<file path="config.mk">
export PLATFORM = sky130hd
export DESIGN_NAME = rx_pkt_gen_ctrl
export DESIGN_NICKNAME = d
export VERILOG_FILES = /design/src/rtl/rx_pkt_gen_pkg.sv /design/src/rtl/rx_pkt_gen_fifo.sv /design/src/rtl/rx_pkt_gen_ctrl.sv
export SDC_FILE = /design/constraint.sdc
export NUM_CORES = 1
export LEC_CHECK = 0
export BUFFER_PORTS_ARGS = -buffer_cell sky130_fd_sc_hd__buf_2
export CELL_PAD_IN_SITES_DETAIL_PLACEMENT = 1
export CELL_PAD_IN_SITES_GLOBAL_PLACEMENT = 1
export CORE_MARGIN = 1.5
export CORE_UTILIZATION = 40
export DETAILED_ROUTE_END_ITERATION = 16
export PLACE_DENSITY_LB_ADDON = 0.1
export SLEW_MARGIN = 20
export SYNTH_ARGS = -nofsm -noshare
export SYNTH_HDL_FRONTEND = slang
export SYNTH_SLANG_ARGS = --single-unit
</file>
<file path="constraint.sdc">
create_clock -name clk -period 2.4 [get_ports clk]
set_input_delay 0.12 -clock clk [delete_from_list [all_inputs] [get_ports clk]]
set_output_delay 0.12 -clock clk [all_outputs]
set_load 0.01 [all_outputs]
</file>
<file path="src/rtl/rx_pkt_gen_pkg.sv">
`default_nettype none
// +----------------------------------------------------------------------+
// | rx_pkt_gen_pkg : shared types and constants for the packet replayer  |
// | Revision: 1.0                                                        |
// +----------------------------------------------------------------------+
package rx_pkt_gen_pkg;

  localparam int HDR_BYTES      = 2;
  localparam int END_MARKER_LEN = 0;
  localparam int DEF_RD_LAT     = 2;

  typedef enum logic [2:0] {
    ST_IDLE = 3'd0,
    ST_HDR  = 3'd1,
    ST_PAY  = 3'd2,
    ST_GAP  = 3'd3,
    ST_FIN  = 3'd4
  } state_e;

  typedef enum logic [1:0] {
    RD_NONE = 2'd0,
    RD_HDR0 = 2'd1,
    RD_HDR1 = 2'd2,
    RD_PAY  = 2'd3
  } rd_tag_e;

  typedef struct packed {
    rd_tag_e tag;
    logic    sop;
    logic    eop;
  } rd_slot_t;

endpackage
`default_nettype wire

</file>
<file path="src/rtl/rx_pkt_gen_fifo.sv">
`default_nettype none
// +----------------------------------------------------------------------+
// | rx_pkt_gen_fifo : first-word-fall-through byte buffer with occupancy |
// | Revision: 1.0                                                        |
// +----------------------------------------------------------------------+
module rx_pkt_gen_fifo #(
  parameter  int DEPTH = 4,
  parameter  int WIDTH = 10,
  localparam int CNT_W = $clog2(DEPTH + 1)
) (
  input  logic             clk,
  input  logic             reset,
  input  logic             push,
  input  logic [WIDTH-1:0] din,
  input  logic             pop,
  output logic [WIDTH-1:0] dout,
  output logic             empty,
  output logic [CNT_W-1:0] count
);

  localparam int PTR_W = (DEPTH > 1) ? $clog2(DEPTH) : 1;

  logic [WIDTH-1:0] mem_q [DEPTH];
  logic [PTR_W-1:0] wr_ptr_q, wr_ptr_d;
  logic [PTR_W-1:0] rd_ptr_q, rd_ptr_d;
  logic [CNT_W-1:0] count_q, count_d;
  logic             do_push, do_pop;

  function automatic logic [PTR_W-1:0] ptr_inc(input logic [PTR_W-1:0] p);
    return (p == PTR_W'(DEPTH - 1)) ? '0 : p + PTR_W'(1);
  endfunction

  assign empty   = (count_q == '0);
  assign count   = count_q;
  assign dout    = mem_q[rd_ptr_q];
  assign do_pop  = pop & ~empty;
  assign do_push = push & ((count_q != CNT_W'(DEPTH)) | do_pop);

  always_comb begin
    wr_ptr_d = wr_ptr_q;
    rd_ptr_d = rd_ptr_q;
    count_d  = count_q;
    if (do_push) wr_ptr_d = ptr_inc(wr_ptr_q);
    if (do_pop)  rd_ptr_d = ptr_inc(rd_ptr_q);
    case ({do_push, do_pop})
      2'b10:   count_d = count_q + CNT_W'(1);
      2'b01:   count_d = count_q - CNT_W'(1);
      default: count_d = count_q;
    endcase
  end

  always_ff @(posedge clk or posedge reset) begin
    if (reset) begin
      wr_ptr_q <= '0;
      rd_ptr_q <= '0;
      count_q  <= '0;
    end else begin
      wr_ptr_q <= wr_ptr_d;
      rd_ptr_q <= rd_ptr_d;
      count_q  <= count_d;
    end
  end

  // Storage needs no reset; occupancy alone defines what is valid.
  always_ff @(posedge clk) begin
    if (do_push) mem_q[wr_ptr_q] <= din;
  end

endmodule
`default_nettype wire

</file>
<file path="src/rtl/rx_pkt_gen_ctrl.sv">
`default_nettype none
// +----------------------------------------------------------------------+
// | rx_pkt_gen_ctrl : replays a RAM packet table as a sop/eop byte stream|
// | Revision: 1.0                                                        |
// +----------------------------------------------------------------------+
module rx_pkt_gen_ctrl
  import rx_pkt_gen_pkg::*;
#(
  parameter int ADDR_WIDTH = 11,
  parameter int DATA_WIDTH = 8,
  parameter int RD_LAT     = DEF_RD_LAT,
  parameter int FIFO_DEPTH = 4
) (
  input  logic                  clk,
  input  logic                  reset,
  input  logic                  start,
  input  logic                  stop,
  input  logic [ADDR_WIDTH-1:0] base_addr,
  input  logic [15:0]           pkt_count,
  input  logic [7:0]            ipg,
  output logic                  mem_en,
  output logic                  mem_we,
  output logic [ADDR_WIDTH-1:0] mem_addr,
  input  logic [DATA_WIDTH-1:0] mem_dout,
  output logic [DATA_WIDTH-1:0] tx_data,
  output logic                  tx_valid,
  output logic                  tx_sop,
  output logic                  tx_eop,
  input  logic                  tx_ready,
  output logic                  busy,
  output logic                  done,
  output logic                  err,
  output logic [15:0]           sent_cnt
);

  localparam int CNT_W = $clog2(FIFO_DEPTH + 1);

  typedef struct packed {
    logic                  sop;
    logic                  eop;
    logic [DATA_WIDTH-1:0] data;
  } fifo_word_t;

  state_e                  state_q, state_d;
  logic [ADDR_WIDTH-1:0]   addr_q, addr_d;
  logic [ADDR_WIDTH-1:0]   base_q, base_d;
  logic [10:0]             len_q, len_d;
  logic [2:0]              hdr_hi_q, hdr_hi_d;
  logic [1:0]              hdr_cnt_q, hdr_cnt_d;
  logic [10:0]             pay_cnt_q, pay_cnt_d;
  logic [7:0]              gap_cnt_q, gap_cnt_d;
  logic [15:0]             sent_q, sent_d;
  logic                    err_q, err_d;
  logic                    stop_seen_q, stop_seen_d;
  logic                    first_hdr_q, first_hdr_d;
  rd_slot_t [RD_LAT-1:0]   pipe_q, pipe_d;
  rd_slot_t                new_slot, pipe_out;

  logic                    issue, eop_hs, stop_now, credit_ok;
  logic                    fifo_push, fifo_pop, fifo_empty;
  logic [CNT_W-1:0]        fifo_count;
  logic [7:0]              inflight;
  logic [10:0]             hdr_len;
  fifo_word_t              fifo_in, fifo_out;

  assign pipe_out  = pipe_q[RD_LAT-1];
  assign hdr_len   = {hdr_hi_q, mem_dout[7:0]};
  assign eop_hs    = tx_valid & tx_ready & tx_eop;
  assign stop_now  = stop_seen_q | stop;

  // Payload reads still travelling through the RAM pipeline count against FIFO space.
  always_comb begin
    inflight = '0;
    for (int i = 0; i < RD_LAT; i++) begin
      if (pipe_q[i].tag == RD_PAY) inflight = inflight + 8'd1;
    end
    credit_ok = (8'(fifo_count) + inflight) < 8'(FIFO_DEPTH);
  end

  always_comb begin
    state_d     = state_q;
    addr_d      = addr_q;
    base_d      = base_q;
    len_d       = len_q;
    hdr_hi_d    = hdr_hi_q;
    hdr_cnt_d   = hdr_cnt_q;
    pay_cnt_d   = pay_cnt_q;
    gap_cnt_d   = gap_cnt_q;
    sent_d      = sent_q;
    err_d       = err_q;
    stop_seen_d = stop_seen_q;
    first_hdr_d = first_hdr_q;
    issue       = 1'b0;
    new_slot    = '0;

    if (state_q inside {ST_HDR, ST_PAY, ST_GAP}) stop_seen_d = stop_now;

    case (state_q)
      ST_IDLE: begin
        if (start) begin
          state_d     = ST_HDR;
          addr_d      = base_addr;
          base_d      = base_addr;
          hdr_cnt_d   = '0;
          sent_d      = '0;
          err_d       = 1'b0;
          stop_seen_d = 1'b0;
          first_hdr_d = 1'b1;
        end
      end
      ST_HDR: begin
        if (stop_now) begin
          state_d = ST_FIN;
        end else begin
          if (hdr_cnt_q < 2'(HDR_BYTES)) begin
            issue        = 1'b1;
            new_slot.tag = (hdr_cnt_q == 2'd0) ? RD_HDR0 : RD_HDR1;
            addr_d       = addr_q + ADDR_WIDTH'(1);
            hdr_cnt_d    = hdr_cnt_q + 2'd1;
          end
          if (pipe_out.tag == RD_HDR0) hdr_hi_d = mem_dout[2:0];
          if (pipe_out.tag == RD_HDR1) begin
            if (hdr_len == 11'(END_MARKER_LEN)) begin
              if (first_hdr_q) begin
                err_d   = 1'b1;
                state_d = ST_FIN;
              end else begin
                addr_d    = base_q;
                hdr_cnt_d = '0;
              end
            end else begin
              len_d       = hdr_len;
              pay_cnt_d   = '0;
              first_hdr_d = 1'b0;
              state_d     = ST_PAY;
            end
          end
        end
      end
      ST_PAY: begin
        if ((pay_cnt_q != len_q) && credit_ok) begin
          issue        = 1'b1;
          new_slot.tag = RD_PAY;
          new_slot.sop = (pay_cnt_q == 11'd0);
          new_slot.eop = (pay_cnt_q == len_q - 11'd1);
          addr_d       = addr_q + ADDR_WIDTH'(1);
          pay_cnt_d    = pay_cnt_q + 11'd1;
        end
        if (eop_hs) begin
          sent_d = sent_q + 16'd1;
          if (((pkt_count != 16'd0) && (sent_d == pkt_count)) || stop_now) begin
            state_d = ST_FIN;
          end else if (ipg == 8'd0) begin
            state_d   = ST_HDR;
            hdr_cnt_d = '0;
          end else begin
            state_d   = ST_GAP;
            gap_cnt_d = ipg;
          end
        end
      end
      ST_GAP: begin
        if (gap_cnt_q <= 8'd1) begin
          state_d   = ST_HDR;
          hdr_cnt_d = '0;
        end else begin
          gap_cnt_d = gap_cnt_q - 8'd1;
        end
      end
      ST_FIN:  state_d = ST_IDLE;
      default: state_d = ST_IDLE;
    endcase
  end

  // Leaving a run drops any reads still in the RAM pipeline.
  always_comb begin
    pipe_d = '0;
    if (state_q != ST_FIN) begin
      pipe_d[0] = new_slot;
      for (int i = 1; i < RD_LAT; i++) pipe_d[i] = pipe_q[i-1];
    end
  end

  always_ff @(posedge clk or posedge reset) begin
    if (reset) begin
      state_q     <= ST_IDLE;
      addr_q      <= '0;
      base_q      <= '0;
      len_q       <= '0;
      hdr_hi_q    <= '0;
      hdr_cnt_q   <= '0;
      pay_cnt_q   <= '0;
      gap_cnt_q   <= '0;
      sent_q      <= '0;
      err_q       <= 1'b0;
      stop_seen_q <= 1'b0;
      first_hdr_q <= 1'b0;
      pipe_q      <= '0;
    end else begin
      state_q     <= state_d;
      addr_q      <= addr_d;
      base_q      <= base_d;
      len_q       <= len_d;
      hdr_hi_q    <= hdr_hi_d;
      hdr_cnt_q   <= hdr_cnt_d;
      pay_cnt_q   <= pay_cnt_d;
      gap_cnt_q   <= gap_cnt_d;
      sent_q      <= sent_d;
      err_q       <= err_d;
      stop_seen_q <= stop_seen_d;
      first_hdr_q <= first_hdr_d;
      pipe_q      <= pipe_d;
    end
  end

  assign fifo_push = (pipe_out.tag == RD_PAY);
  assign fifo_pop  = tx_valid & tx_ready;
  assign fifo_in   = '{sop: pipe_out.sop, eop: pipe_out.eop, data: mem_dout};

  rx_pkt_gen_fifo #(
    .DEPTH (FIFO_DEPTH),
    .WIDTH ($bits(fifo_word_t))
  ) u_fifo (
    .clk   (clk),
    .reset (reset),
    .push  (fifo_push),
    .din   (fifo_in),
    .pop   (fifo_pop),
    .dout  (fifo_out),
    .empty (fifo_empty),
    .count (fifo_count)
  );

  assign mem_en   = issue;
  assign mem_we   = 1'b0;
  assign mem_addr = addr_q;
  assign tx_valid = ~fifo_empty;
  assign tx_data  = tx_valid ? fifo_out.data : '0;
  assign tx_sop   = tx_valid & fifo_out.sop;
  assign tx_eop   = tx_valid & fifo_out.eop;
  assign busy     = state_q inside {ST_HDR, ST_PAY, ST_GAP};
  assign done     = (state_q == ST_FIN);
  assign err      = err_q;
  assign sent_cnt = sent_q;

endmodule
`default_nettype wire

</file>
# --- Yosys cells after proc, flatten, opt, wreduce, memory -nomap -nowiden ---
# Memories as Yosys holds them, arrays and structs flattened.
# Index checks and enable logic that the tools add are counted.
op_classes:
  eq_ne: 32
  n_addsub: 12
  bitwise: 11
  mux: 75
  n_reduce_logical: 29
  order_cmp: 3
ops:
  columns: ["cell", "n"]
  rows:
  - ["11-bit 2-to-1 mux", 11]
  - ["8-bit 2-to-1 mux", 7]
  - ["2-bit 2-to-1 mux", 17]
  - ["11-bit case mux with 3 select lines", 1]
  - ["16-bit 2-to-1 mux", 2]
  - ["16-bit case mux with 2 select lines", 1]
  - ["2-bit inequality test, second input constant", 13]
  - ["3-bit 2-to-1 mux", 8]
  - ["11-bit by 1-bit adder with 11-bit output, second input constant", 2]
  - ["11-bit logical NOT", 2]
  - ["11-bit case mux with 2 select lines", 1]
  - ["5-bit AND reduction", 4]
  - ["1-bit 2-to-1 mux", 18]
  - ["16-bit by 1-bit adder with 16-bit output, second input constant", 1]
  - ["16-bit == test", 1]
  - ["8-bit case mux with 2 select lines", 1]
  - ["16-bit nonzero test", 1]
  - ["2-bit == test, second input constant", 6]
  - ["3-bit case mux with 4 select lines", 1]
  - ["11-bit == test", 1]
  - ["11-bit inequality test", 1]
  - ["11-bit by 1-bit subtractor with 11-bit output, second input constant", 1]
  - ["2-bit nonzero test", 5]
  - ["3-bit inequality test, second input constant", 3]
  - ["other kinds (34)", 53]
totals:
  output_inout_bits: 43
  input_bits: 48
  ff_bits: 94
  memories: 1
  ramBits: 40
memory_table:
  columns: ["name", "depth", "word_bits", "read_ports", "rd_clocked_by_memory_dff", "wr", "line", "source"]
  rows:
  - ["u_fifo.mem_q", 4, 10, 1, 0, 1, "rx_pkt_gen_fifo.sv:23", "logic [WIDTH-1:0] mem_q [DEPTH];"]

# --- Depth between registers and ports, before layout ---
logic_depth:
  ltp_word: 10
  depth_mapped: 11
  mapped_depth_nobuf: 10

# --- Cells and area by module ---
# A second synthesis with hierarchy kept.
hier_totals:
  cells_unflattened: 767
  hier_area_um2: 7786.2
by_module_without_submodules:
  columns: ["module", "cells_each", "seq_area_each_um2", "instances", "area_each_um2"]
  rows:
  - ["rx_pkt_gen_ctrl", 660, 2177.1, 1, 5813.1]
  - ["rx_pkt_gen_fifo", 107, 1376.3, 1, 1973.1]

# --- Least setup slack after synthesis ---
# No wires, ideal clock.
synth_path:
  path_kind: "reg-to-reg"
  from: "reg sent_q[1], in the netlist sent_cnt[1]"
  to: "reg gap_cnt_q[7]"
  period_less_slack_ns: 2.739
  arrival_time_ns: 2.617
  stages_incl_launch_ff: 12
  slack_ns: -0.339
  cell_sequence: "dfrtp_1 ha_1 buf_2 nand3_1 or4b_1 xnor2_1 a2111oi_2 nand4_2 a21oi_4 buf_6 nor2_1 o22a_1"
synth_between:
  elab_chain_len: 6
synth_lines:
  columns: ["item", "line", "source"]
  rows:
  - ["start: declaration", "rx_pkt_gen_ctrl.sv:52", "logic [15:0] sent_q, sent_d;"]
  - ["start signal: assignment", "rx_pkt_gen_ctrl.sv:208", "sent_q <= sent_d;"]
  - ["16-bit by 1-bit adder with 16-bit output", "rx_pkt_gen_ctrl.sv:150", "sent_d = sent_q + 16'd1;"]
  - ["16-bit == test", "rx_pkt_gen_ctrl.sv:151", "if (((pkt_count != 16'd0) && (sent_d == pkt_count)) || stop_now) begin"]
  - ["1-bit logical AND", "rx_pkt_gen_ctrl.sv:151", null]
  - ["1-bit logical OR", "rx_pkt_gen_ctrl.sv:151", null]
  - ["2-bit inequality test (no line)", null, null]
  - ["5-bit AND reduction (no line)", null, null]
  - ["end signal: assignment", "rx_pkt_gen_ctrl.sv:207", "gap_cnt_q <= gap_cnt_d;"]
  - ["end: declaration", "rx_pkt_gen_ctrl.sv:51", "logic [7:0] gap_cnt_q, gap_cnt_d;"]
# No other way between the ends.
# A chain may end at the register's enable or synchronous reset.

# --- Worst setup path after layout ---
layout_path:
  from: "reg sent_q[7], in the netlist sent_cnt[7]"
  to: "reg gap_cnt_q[6]"
# The elaborated chain is that of the path after synthesis.

==> flow_summary.yaml <==
worst_hold_path:
  whs_path_depth: 3
  hp-start: "ipg[1]"
  min-delay-path-class: "in2reg"
  hold_end: "gap_cnt_q[1]"
drt:
  postRouteAntennaNets: 0
  route.detailed.wl_per_inst_microns: 19.7
  drt_iter0_drc: 318
  dr_wl_met3_microns: 789
  viasPerCell: 5.59
  m1WireLength_mm: 10.6
  dr.pass1.iters: 7
  wl_mm: 23.6
  route.vias.total: 6711
  drc: 0
  highest_layer: "met4"
  met2_length_mm: 11.8
synth:
  synth_common_cells: "94 x dfrtp_1, 86 x nor2_1, 58 x nand2_1"
  ys_ff_latch: 134
  synth-xor-area-share_pct: 7.12
  synth_compound_area_share_pct: 12.7
  syn_avg_cell_area_sq_um: 9.92
  yosys.cell_types.count: 67
  ys_warn_count: 0
  synthArstFlopShare_pct: 70.1
  seq_area_frac_synth_pct: 46.6
  synth_edf_count: 40
  muxShareOfSynthArea_pct: 5.99
  yosys.area_share.adder_pct: 3.05
  netlist_instances: 768
  synthMostInstantiatedCell: "dfrtp_1"
  synth_area_leaders: "dfrtp_1 31%, edfxtp_1 16%, nor2_1 4.2%, xnor2_1 3.7%, xor2_1 3.4%"
  yosysTopAreaCellShare_pct: 30.9
  syn-num-nets: 834
  ys.flop_type: "dfrtp_1"
  synth_top_area_cell: "dfrtp_1"
  synth-simple-area-share_pct: 20.6
  netlist_area_sq_mm: 0.00762
  synth_top_family_by_area: "simple AND/OR/NAND/NOR gates"
global_route:
  grt_overflow: 0
  track_usage_pct: 24.3
  grt_pass1_vias: 7159
  antenna_found_initial: 1
  grt_max_degree: 51
  grt_pass1_wl_mm: 37.7
setup_path:
  reg2reg_depth: 12
  r2r_start: "sent_cnt[7]"
  required_ps: 2710
  end_kind: "register"
  cp.arrival_ps: 2920
  r2r-end: "gap_cnt_q[6]"
  crit_fanout: 5
  rrSetupSlack_ps: -200
  crit_type: "reg2reg"
  start_kind: "register"
timing:
  timing.fmax_mhz: 384
  final-hold-violation-count: 0
  period_share_pct: 108
  fin_crit_ps: 2600
  slew_headroom_pct: 57.0
  setup_slack_ps: -204
  hold_ws_ps: 22.7
  rsz0062_at_grt: "true"
  fin_worst_skew_ps: 9.05
  tns_ps: -1890
  tightest_slew_ps: 637
  slew_violations: 0
  finalSetupViolCount: 14
power:
  p_per_area_mw_per_mm2: 1050
  ir_drop_v: 0.000731
  p_leak_nw: 4.44
floorplanning:
  fp.dieH_microns: 141
  die_w_microns: 141
  ios: 91
  start_util_pct: 40.7
  core_region_area_sq_mm: 0.0187
  dieArea_sq_mm: 0.0199
  fp-row-count: 50
cts:
  cts_buffer_depth: 2
  cts_made_buffers: 17
  clockRootBuffer: "clkbuf_16"
  cts_max_level: 4
  cts_tree: "yes"
  clk_pin_slew_ps: 70
  insertion_delay_ps: 430
  clock_sinks: 134
outcome:
  violations: "setup timing"
  status: "finished, violations left"
place:
  place_hpwl_mm: 16.0
  io_buffers: 89
  gp_congestion: 0.904
final_layout:
  fill_cells: 2079
  antennaDiodeCount: 0
  finalNetCount: 1020
  area_growth_pct: 31.9
  drive_gt1_share_pct: 32.1
flow_run:
  maxCapViolCount: 0
==> metrics by stage <==
stage | cell area, sq um | instances | worst slack, ps | util (%) | power, mW
after floorplan | 7660 | 768 | -132 | - | 6.13
after global placement | 8810 | 1127 | -209 | 47.1 | 7.42
after detailed placement | 8810 | 1127 | -401 | 47.1 | 7.66
after CTS | 9690 | 1184 | -130 | 51.8 | 10.3
after global routing | 10100 | 1201 | -304 | 53.7 | 11.2
final | 10100 | 1201 | -204 | 53.7 | 10.5
==> final cells by class <==
cell class	instances	area, sq um	area share, %
Clock buffer	17	425	4.23
Clock inverter	15	134	1.33
Inverter	27	105	1.05
Multi-Input combinational cell	566	4090	40.7
Sequential cell	134	3560	35.4
Tap cell	234	293	2.91
Timing Repair Buffer	208	1440	14.4
==> worst max-delay path by stage <==
stage           startpoint           end  depth (start not counted)
6_report       sent_cnt[7]  gap_cnt_q[6]                         12
5_1_grt        sent_cnt[7]  gap_cnt_q[6]                         12
4_1_cts        sent_cnt[1]  gap_cnt_q[6]                         10
3_5_place_dp   sent_cnt[0]  gap_cnt_q[6]                          9
3_3_place_gp   sent_cnt[0]  gap_cnt_q[6]                          9
2_1_floorplan  sent_cnt[1]  gap_cnt_q[7]                         11
==> kinds of logic after synthesis <==
group           after synthesis
flops                       134
xor+xnor                     62
simple gates                304
mux                          31
buf+inv                      69
other cells                   1
compound gates              149
fa+ha+maj                    18
==> power breakdown <==
part	internal [mW]	switching [mW]	total [mW]
Sequential	2.88	0.617	3.50
Clock	1.37	1.15	2.52
Combinational	2.07	2.44	4.52
Total	6.32	4.21	10.5
==> flip-flops by register name (all words and copies together) (netlist names), 3 cells and up <==
register / count
u_fifo.mem_q: 40
sent_cnt: 16
base_q: 11
len_q: 11
mem_addr: 11
pay_cnt_q: 11
gap_cnt_q: 8
pipe_q: 4
hdr_hi_q: 3
state_q: 3
u_fifo.count: 3
==> what timing repair did <==
action | CTS | global route
setup buffers | 3 | 17
hold endpoints to repair | 62 | 0
pin swaps | 10 | 30
cloned | 1 | 1
gates resized for setup | 13 | 56
hold buffers | 21 | 0
setup endpoints to repair | 27 | 30
==> per-layer routing <==
layer	GRT usage, %	up-vias
met1	31.2	3381
met3	4.55	40
li1	-	3142
met4	7.57	0
met2	41.6	148
met5	0	-
==> placed cells by master (no fill, tap or decap), types with 13 or more instances in the layout <==
cell,synthesis,routed
buf_2,5,90
dfrtp_1,94,88
buf_4,3,87
nor2_1,86,82
nand2_1,58,58
o21ai_0,49,43
edfxtp_1,40,40
xnor2_1,32,28
xor2_1,30,27
inv_1,27,26
a21oi_1,31,26
and2_1,27,24
nor3_1,23,22
dlygate4sd3_1,0,21
nand3_1,23,20
mux2_2,17,17
clkbuf_16,0,17
nand4_1,16,16
ha_1,17,14
nor4_1,17,13
==> worst max-delay path, stage by stage (launching register included) <==
cell and delay, ps:
dfrtp_1 360, nand4_1 170, buf_6 170, buf_4 150
nor4_1 330, buf_4 210, xnor2_1 70, nor2_1 180
nand4_2 130, buf_6 170, a21oi_4 220, o21ba_4 190
o22a_1 150
Note: power is estimated with default switching activity, not from simulation.
